**config.mk**
```make
export PLATFORM = sky130hd
export DESIGN_NAME = alu_packet_ctrl
export DESIGN_NICKNAME = d
export VERILOG_FILES = /design/src/rtl/config_pkg.sv /design/src/rtl/shift_in_le.sv /design/src/rtl/alu_packet_ctrl.sv
export SDC_FILE = /design/constraint.sdc
export NUM_CORES = 1
export LEC_CHECK = 0
export CAP_MARGIN = 20
export CORE_MARGIN = 1
export CORE_UTILIZATION = 45
export CTS_BUF_LIST = sky130_fd_sc_hd__clkbuf_16
export DETAILED_ROUTE_END_ITERATION = 8
export PLACE_DENSITY = 0.75
export SLEW_MARGIN = 20
export SYNTH_ARGS = -nofsm -noshare
export SYNTH_HDL_FRONTEND = slang
export SYNTH_HIERARCHICAL = 1
export SYNTH_SLANG_ARGS = --single-unit
```
**constraint.sdc**
```tcl
create_clock -name clk -period 4.6 [get_ports clk]
set_input_delay 0.46 -clock clk [delete_from_list [all_inputs] [get_ports clk]]
set_output_delay 0.46 -clock clk [all_outputs]
set_load 0.05 [all_outputs]
```
**src/rtl/config_pkg.sv**
```systemverilog
// Shared definitions for the ALU packet controller.
// - state_e : controller FSM states
// - OPC_*   : recognised packet opcodes
// - is_opcode() : true for any recognised opcode byte
package config_pkg;

   typedef enum logic [3:0] {
      ST_IDLE,
      ST_RSVD,
      ST_LEN_L,
      ST_LEN_M,
      ST_ECHO,
      ST_OPERAND,
      ST_ALU_REQ,
      ST_ALU_WAIT,
      ST_RESULT,
      ST_DRAIN
   } state_e;

   localparam logic [7:0] OPC_ECHO = 8'hEC;
   localparam logic [7:0] OPC_ADD  = 8'hAD;
   localparam logic [7:0] OPC_MUL  = 8'h88;
   localparam logic [7:0] OPC_DIV  = 8'h8F;

   function automatic logic is_opcode(input logic [7:0] b);
      return (b == OPC_ECHO) || (b == OPC_ADD) || (b == OPC_MUL) || (b == OPC_DIV);
   endfunction

endpackage

```
**src/rtl/shift_in_le.sv**
```systemverilog
// Byte-to-word little-endian assembler.
// Ports:
//   clk, rst    : clock, synchronous active-high reset
//   clr_i       : restart assembly of a new word
//   en_i        : accept data_i this cycle
//   data_i      : incoming byte (first byte lands in bits 7:0)
//   word_o      : registered assembled word
//   word_next_o : word including the byte accepted this cycle
//   last_o      : this cycle's byte completes a word
module shift_in_le #(
   parameter int unsigned OP_W = 32
) (
   input  logic            clk,
   input  logic            rst,
   input  logic            clr_i,
   input  logic            en_i,
   input  logic [7:0]      data_i,
   output logic [OP_W-1:0] word_o,
   output logic [OP_W-1:0] word_next_o,
   output logic            last_o
);
   import config_pkg::*;

   localparam int unsigned NB = OP_W / 8;

   logic [OP_W-1:0] word_q;
   logic [OP_W-1:0] byte_ext;
   logic [3:0]      cnt_q;

   // Bytes enter at the top and shift down, so after NB bytes the first
   // byte sits in bits 7:0.
   always_comb begin
      byte_ext    = OP_W'(data_i);
      word_next_o = (word_q >> 8) | (byte_ext << (OP_W - 8));
      last_o      = en_i && (cnt_q == 4'(NB - 1));
   end

   always_ff @(posedge clk) begin
      if (rst || clr_i) begin
         word_q <= '0;
         cnt_q  <= '0;
      end else if (en_i) begin
         word_q <= word_next_o;
         cnt_q  <= last_o ? '0 : cnt_q + 4'd1;
      end
   end

   assign word_o = word_q;

endmodule

```
**src/rtl/alu_packet_ctrl.sv**
```systemverilog
// Packet controller: parses a byte stream of opcode/reserved/LEN packets,
// echoes ECHO payloads, and folds ALU packet operands through an external
// ALU, returning the RES_W-bit result LSB first.
// Ports:
//   clk, rst                          : clock, synchronous active-high reset
//   data_i/valid_i/ready_o            : upstream byte stream
//   data_o/valid_o/ready_i            : downstream byte stream
//   alu_op_o/alu_a_o/alu_b_o          : ALU request payload
//   alu_req_valid_o/alu_req_ready_i   : ALU request handshake
//   alu_rsp_valid_i/alu_rsp_data_i    : ALU response
//   err_o                             : one-cycle pulse on malformed packet
module alu_packet_ctrl #(
   parameter int unsigned OP_W    = 32,
   parameter int unsigned RES_W   = 64,
   parameter int unsigned MAX_OPS = 8
) (
   input  logic             clk,
   input  logic             rst,
   input  logic [7:0]       data_i,
   input  logic             valid_i,
   output logic             ready_o,
   output logic [7:0]       data_o,
   output logic             valid_o,
   input  logic             ready_i,
   output logic [7:0]       alu_op_o,
   output logic [RES_W-1:0] alu_a_o,
   output logic [OP_W-1:0]  alu_b_o,
   output logic             alu_req_valid_o,
   input  logic             alu_req_ready_i,
   input  logic             alu_rsp_valid_i,
   input  logic [RES_W-1:0] alu_rsp_data_i,
   output logic             err_o
);
   import config_pkg::*;

   localparam int unsigned OPB = OP_W / 8;
   localparam int unsigned RB  = RES_W / 8;
   localparam int unsigned RIW = (RB > 1) ? $clog2(RB) : 1;

   state_e           state_q;
   logic [7:0]       opcode_q;
   logic [7:0]       len_lo_q;
   logic [15:0]      cnt_q;
   logic [RES_W-1:0] acc_q;
   logic             first_q;
   logic [RIW-1:0]   res_idx_q;
   logic             err_q;

   logic             fire_in;
   logic [15:0]      len_full;
   logic [15:0]      payload;
   logic             len_ok;
   logic [RES_W-1:0] res_sh;
   logic             sh_en;
   logic             sh_clr;
   logic             sh_last;
   logic [OP_W-1:0]  sh_word;
   logic [OP_W-1:0]  sh_word_next;

   shift_in_le #(.OP_W(OP_W)) u_shift (
      .clk         (clk),
      .rst         (rst),
      .clr_i       (sh_clr),
      .en_i        (sh_en),
      .data_i      (data_i),
      .word_o      (sh_word),
      .word_next_o (sh_word_next),
      .last_o      (sh_last)
   );

   always_comb begin
      fire_in  = valid_i && ready_o;
      len_full = {data_i, len_lo_q};
      payload  = len_full - 16'd4;
      len_ok   = ((32'(payload) % OPB) == 0) &&
                 (32'(payload) >= 2 * OPB) &&
                 (32'(payload) <= MAX_OPS * OPB);
      sh_en    = (state_q == ST_OPERAND) && fire_in;
      sh_clr   = (state_q == ST_LEN_M);
      res_sh   = acc_q >> {res_idx_q, 3'b000};

      ready_o = 1'b0;
      valid_o = 1'b0;
      data_o  = '0;
      unique case (state_q)
         ST_IDLE, ST_RSVD, ST_LEN_L, ST_LEN_M, ST_OPERAND, ST_DRAIN: ready_o = 1'b1;
         ST_ECHO: begin
            ready_o = ready_i;
            valid_o = valid_i;
            data_o  = data_i;
         end
         ST_RESULT: begin
            valid_o = 1'b1;
            data_o  = res_sh[7:0];
         end
         default: ;
      endcase
      if (rst) ready_o = 1'b0;
   end

   always_ff @(posedge clk) begin
      if (rst) begin
         state_q   <= ST_IDLE;
         opcode_q  <= '0;
         len_lo_q  <= '0;
         cnt_q     <= '0;
         acc_q     <= '0;
         first_q   <= 1'b0;
         res_idx_q <= '0;
         err_q     <= 1'b0;
      end else begin
         err_q <= 1'b0;
         unique case (state_q)
            ST_IDLE: if (fire_in && is_opcode(data_i)) begin
               opcode_q <= data_i;
               state_q  <= ST_RSVD;
            end
            ST_RSVD: if (fire_in) state_q <= ST_LEN_L;
            ST_LEN_L: if (fire_in) begin
               len_lo_q <= data_i;
               state_q  <= ST_LEN_M;
            end
            ST_LEN_M: if (fire_in) begin
               cnt_q <= payload;
               if (len_full <= 16'd4) begin
                  state_q <= ST_IDLE;
               end else if (opcode_q == OPC_ECHO) begin
                  state_q <= ST_ECHO;
               end else if (len_ok) begin
                  first_q <= 1'b1;
                  state_q <= ST_OPERAND;
               end else begin
                  err_q   <= 1'b1;
                  state_q <= ST_DRAIN;
               end
            end
            ST_ECHO, ST_DRAIN: if (fire_in) begin
               cnt_q <= cnt_q - 16'd1;
               if (cnt_q == 16'd1) state_q <= ST_IDLE;
            end
            ST_OPERAND: if (fire_in) begin
               cnt_q <= cnt_q - 16'd1;
               if (sh_last) begin
                  // First operand seeds the accumulator directly; later
                  // operands go through the ALU with the registered word.
                  if (first_q) begin
                     acc_q   <= RES_W'(sh_word_next);
                     first_q <= 1'b0;
                  end else begin
                     state_q <= ST_ALU_REQ;
                  end
               end
            end
            ST_ALU_REQ: if (alu_req_ready_i) state_q <= ST_ALU_WAIT;
            ST_ALU_WAIT: if (alu_rsp_valid_i) begin
               acc_q <= alu_rsp_data_i;
               if (cnt_q == 16'd0) begin
                  res_idx_q <= '0;
                  state_q   <= ST_RESULT;
               end else begin
                  state_q <= ST_OPERAND;
               end
            end
            ST_RESULT: if (ready_i) begin
               if (res_idx_q == RIW'(RB - 1)) state_q <= ST_IDLE;
               else res_idx_q <= res_idx_q + 1'b1;
            end
            default: state_q <= ST_IDLE;
         endcase
      end
   end

   assign alu_op_o        = opcode_q;
   assign alu_a_o         = acc_q;
   assign alu_b_o         = sh_word;
   assign alu_req_valid_o = (state_q == ST_ALU_REQ);
   assign err_o           = err_q;

endmodule

```
==> metrics, run 1 <==
fmax=around 270 MHz; Tmin final=about 3.7 ns; Data required, critical path=roughly 4.1 ns; CP peak stage delay=~0.89 ns; row cnt=46; post-CTS repair timing setup buffer count=0; most frequent cells in the layout=192 x clkdlybuf4s50_1, 160 x nor2_1, 141 x dfxtp_1, 104 x nand2_1, 56 x mux2i_1; commonest non-fill, non-tap cell in the layout=clkdlybuf4s50_1; fin crit share=0.798; largest net degree at the start of global routing=between 100 and 150; power density over the cells=332 mW/mm²; Hold Path Class=input port to register; adder-cell area share of the yosys netlist=0.0133; Synth Register Bits=approximately 140; non-filler instance count after layout=1,229; vias per std cell=approximately 5.7; Worst setup SP type=register; xor and xnor fraction of the mapped netlist area=0.0128; CP delay by family, top=buffers and inverters; Worst setup EP type=output port; Register Area=around 0.0028 mm²; post-CTS sizing=0; Vias=between 6,000 and 7,000; RSZ-0062 raised after global routing=no; Synth Area in Compound Gates=0.167; Worst path slowest cell=clkdlybuf4s50_1; routability cong.=roughly 0.87; Initial DRT Pass Iterations=8; DP Area=a little over 0.009 mm²; Slew Viols, Final=0; Inserted Clock Buffers=17; full die area=roughly 0.017 mm²; reg-to-reg slack, setup=1.26 ns; cells along the critical path=or4b_1 -> o21ai_0 -> clkdlybuf4s50_1; proportion of layout cells with a drive suffix above 1=0.0859; drt total wl=approximately 23,000 µm; # setup viols final=0; worst slew pin tran=1.09 ns; register area share after synthesis=0.375; H-tree depth=4; first-pass GRT wire length=36,600 µm; Synth async-reset ratio=0; fillcell total=about 1,500; Area Overhead vs Synth=30.0%; CTS Hold Bufs=0; die height=131 µm; DRC errors left=0; Main synth FF type=dfxtp_1; synth unique cells=76; Clk pin slew, worst setup/hold paths=about 0.07 ns; Detail Placement HPWL=16,400 µm; Chip Width=~130 µm; synthesized area per cell=about 8.6 µm²; Fin Hold WS=about 0.33 ns; Synth Area in Simple Gates=0.218; placed cell count=approximately 1,200; clk_skew=between 0.01 and 0.015 ns; IO Port Bufs=approximately 190; CP max FO=20; vias in the first global route=roughly 6,700; Post-synth EDFFs=0; root buf cell=clkbuf_16; footprint of the multi-input gates=slightly above 0.004 mm²; num ports=between 150 and 200; Clock Sinks=141; largest family of logic cells by synthesized area=simple AND/OR/NAND/NOR gates; Worst Path Arrival=around 3.2 ns; Setup TNS=0 ns; status=completed; DR iter-0 viols=about 480; final-stage net count=~1,100; synthesized area=between 0.007 and 0.008 mm²; # Max-Cap Violations=0; Yosys Warn Count=6; WL/cell=19.0 µm; CTS max path bufs=2; Lkg Pwr=0.00325 µW; Hold Vio Cnt, Final=0; total nets after synthesis=between 900 and 1,000; Mapped Cells=877; buffer and inverter count on the worst path=1; type of the worst setup path=register to output port; Rel. slew slack=0.275; Core Area=0.0161 mm²; multiplexer area fraction after synthesis=0.125; GRT Total Usage=0.272; diodes inserted=0; grt ovf=0; initial antenna violation count=0; VDD IR-drop max=0.262 mV; CTS tree=yes; ANT nets after route=0; fin area=between 0.009 and 0.01 mm²; starting density of the core=0.467; Clk Latency, worst-skew pair=around 0.43 ns
## worst paths after layout
path,startpoint,end,cells after the start
setup / recovery,state_q[3]$_SDFFE_PP0P_,data_o[4],3
hold / removal,rst,alu_a_o[15]$_SDFFE_PP0P_,2
setup reg to reg,state_q[0]$_SDFFE_PP0P_,alu_a_o[26]$_SDFFE_PP0P_,10
hold reg to reg,alu_op_o[4]$_SDFFE_PP0P_,alu_op_o[4]$_SDFFE_PP0P_,1
## metrics by stage
step / util / total power (µW) / worst slack (ns)
floorplan: - / 1740 / 1.79
global placement: 0.571 / 1890 / 1.21
detailed placement: 0.571 / 1900 / 1.11
CTS: 0.607 / 3250 / 0.937
global route: 0.607 / 3370 / 0.819
finish: 0.607 / 3250 / 0.931
## layout make-up
cell class | count | area share
multi-input combinational | 624 | 0.414
sequential | 141 | 0.288
timing repair buffer | 206 | 0.207
clock buffer | 17 | 0.0435
tap | 216 | 0.0276
clock inverter | 15 | 0.0161
inverter | 10 | 0.00383
## metal layers
metal  up-vias  share of wire  track usage
met2       270           0.49        0.453
met1      3337           0.41        0.330
met5         -              0            0
met4         0          0.018       0.0898
li1       3346              -            -
met3        29          0.088       0.0853
## sequential cells by signal, summed over array words and instances, names as in the netlist
signal / cells
alu_a_o: 64
alu_op_o: 8
cnt_q: 16
err_o: 1
first_q: 1
len_lo_q: 8
res_idx_q: 3
state_q: 4
u_shift/cnt_q: 4
u_shift/word_o: 32
## synth_stat cells, drive strengths merged (3+ instances only)
master / instances / area share
nor3b: 6 / 0.0066
a32oi: 3 / 0.0035
buf: 61 / 0.059
clkbuf: 41 / 0.025
a211oi: 9 / 0.010
nand2: 105 / 0.053
a21oi: 30 / 0.020
nand3: 8 / 0.0053
o211ai: 6 / 0.0060
o31ai: 5 / 0.0050
nor3: 18 / 0.013
nor4: 9 / 0.013
or3: 3 / 0.0027
o22ai: 4 / 0.0042
inv: 10 / 0.0050
nand4: 6 / 0.0050
a22oi: 37 / 0.039
dfxtp: 141 / 0.38
mux4: 16 / 0.048
nor2: 162 / 0.081
nor2b: 5 / 0.0042
xnor2: 5 / 0.0058
or4: 3 / 0.0035
a21o: 3 / 0.0030
nand2b: 10 / 0.0083
ha: 8 / 0.013
xor2: 6 / 0.0070
mux2i: 56 / 0.074
o21ai: 31 / 0.021
a311oi: 32 / 0.037
nand3b: 5 / 0.0050
## power by group
group / switching, µW / total [µW] / internal, µW
registers: 74.1 / 1320 / 1240
logic: 331 / 566 / 235
clock network: 599 / 1360 / 764
## cells by family after synthesis
logic type / Yosys count
simple gates: 355
xor+xnor: 11
flops: 141
compound gates: 176
buf+inv: 112
mux: 74
fa+ha+maj: 8
Power figures use the tool's default switching activity.
==> run 2: changes to the inputs <==
==> constraint.sdc (replaced) <==
create_clock -name clk -period 3.5 [get_ports clk]
set_input_delay 0.35 -clock clk [delete_from_list [all_inputs] [get_ports clk]]
set_output_delay 0.35 -clock clk [all_outputs]
set_load 0.05 [all_outputs]
==> metrics, run 2 (synthesis gave the netlist of run 1 again) <==
fin crit share=0.965; full die area=between 0.015 and 0.02 mm²; cells along the critical path=or4b_1 -> o21ai_0 -> clkdlybuf4s50_1; pre-CTS WS=between 0.2 and 0.3 ns; post-CTS sizing=0; commonest non-fill, non-tap cell in the layout=clkdlybuf4s50_1; CTS tree=yes; Detail Placement HPWL=17,100 µm; hold path cells=3; most frequent cells in the layout=192 x clkdlybuf4s50_1, 160 x nor2_1, 141 x dfxtp_1, 104 x nand2_1, 56 x mux2i_1; die height=approximately 130 µm; diodes inserted=0; M1 wire length=9530 µm; metal3 WL=roughly 2100 µm; worst slew pin tran=roughly 0.64 ns; ANT nets after route=0; Clock Sinks=141; type of the worst setup path=register to output port; starting density of the core=0.467; total power=4290 µW; Area Overhead vs Synth=31.5%; Setup TNS=0 ns; CP peak stage delay=0.88 ns; CTS Hold Bufs=0; Net Switching=1320 µW; grt ovf=0; status=completed; largest net degree at the start of global routing=58; row cnt=46; clock share of power=0.417; GRT Total Usage=0.276; root buf cell=clkbuf_16; Rel. slew slack=0.572; CP Capture Point=data_o[1]; first-pass GRT wire length=about 37,000 µm; CP Launch Point=state_q[1]$_SDFFE_PP0P_; number of flip-flops in the largest register=64; reg-to-reg slack, setup=~0.58 ns; r2r startpoint=state_q[1]$_SDFFE_PP0P_; WL/cell=19.0 µm; Tmin final=~3.4 ns; Worst setup EP type=output port; fillcell total=about 1,400; Lkg Pwr=approximately 0.0033 µW; clk_skew=about 0.0099 ns; num ports=between 150 and 200; DR top layer=met4; proportion of layout cells with a drive suffix above 1=0.0983; fmax=about 300 MHz; Chip Width=~130 µm; Data required, critical path=approximately 3.2 ns; RSZ-0062 raised after global routing=no; DR iter-0 viols=541; Clk pin slew, worst setup/hold paths=0.07 ns; Fin Hold WS=0.482 ns; power density over the cells=433 mW/mm²; CP max FO=20; VDD IR-drop max=0.369 mV; IO Port Bufs=~190; Worst setup SP type=register; register share of total power=0.398; WL met2=between 10,000 and 15,000 µm; Initial DRT Pass Iterations=6; vias per std cell=around 5.8; Vias=7,157; Worst Path Arrival=3.03 ns; Hold Vio Cnt, Final=0; worst r2r path cells=12; Slew Viols, Final=0; # setup viols final=0; Core Area=roughly 0.016 mm²; H-tree depth=4; Switching Fraction=0.308; reg-to-reg endpoint=state_q[3]$_SDFFE_PP0P_; initial antenna violation count=0; Combinational Power Share=0.185; # Max-Cap Violations=0; drt total wl=between 20,000 and 25,000 µm; Int Power=about 3000 µW; Worst path slowest cell=or4b_1; Hold Path Class=input port to register; DRC errors left=0; CTS max path bufs=2; Inserted Clock Buffers=17; post-CTS repair timing setup buffer count=0; Clk Latency, worst-skew pair=roughly 0.43 ns; vias in the first global route=between 6,000 and 7,000; final-stage net count=roughly 1,100; fin worst setup slack=between 0.1 and 0.15 ns; routability cong.=0.891
run 2: power groups by stage:
stage	Sequential (µW)	Combinational (µW)	Clock, µW
after floorplan	1690	592	0
after global placement	1740	771	0
after detailed placement	1740	778	0
after CTS	1710	784	1810
after global routing	1720	859	1880
final	1710	793	1790
run 2: routing by layer:
| metal | global-route usage | vias up |
|---|---|---|
| met4 | 0.130 | 0 |
| met5 | 0 | - |
| met2 | 0.442 | 343 |
| met3 | 0.0733 | 64 |
| met1 | 0.344 | 3380 |
| li1 | - | 3370 |
run 2: final cells by class:
type	count	area (µm²)	share of cell area
clock buffer	17	425	0.0430
multi-input combinational	624	4050	0.409
clock inverter	15	154	0.0155
inverter	10	37.5	0.00379
timing repair buffer	220	2140	0.217
tap	216	270	0.0273
sequential	141	2820	0.285
run 2: worst min-delay path by stage:
stage                                     start                  endpoint
after floorplan           cnt_q[9]$_SDFFE_PP0P_     cnt_q[9]$_SDFFE_PP0P_
after global placement    cnt_q[9]$_SDFFE_PP0P_     cnt_q[9]$_SDFFE_PP0P_
after detailed placement  cnt_q[9]$_SDFFE_PP0P_     cnt_q[9]$_SDFFE_PP0P_
after CTS                    alu_rsp_data_i[13]  alu_a_o[13]$_SDFFE_PP0P_
after global routing         alu_rsp_data_i[23]  alu_a_o[23]$_SDFFE_PP0P_
final                        alu_rsp_data_i[17]  alu_a_o[17]$_SDFFE_PP0P_
run 2: per-stage QoR:
step / area [µm²] / utilization / instances
floorplan: 7530 / - / 877
global placement: 9320 / 0.578 / 1211
detailed placement: 9320 / 0.578 / 1211
CTS: 9900 / 0.614 / 1243
global route: 9900 / 0.614 / 1243
finish: 9900 / 0.614 / 1243
run 2: critical path, delay by kind of cell, from the launching register on:
kind | cells | cell delay, ns
AND/OR/NAND/NOR | 1 | 0.88
buffers and inverters | 1 | 0.88
flip-flops | 1 | 0.49
AO/OA/AOI/OAI | 1 | 0.34
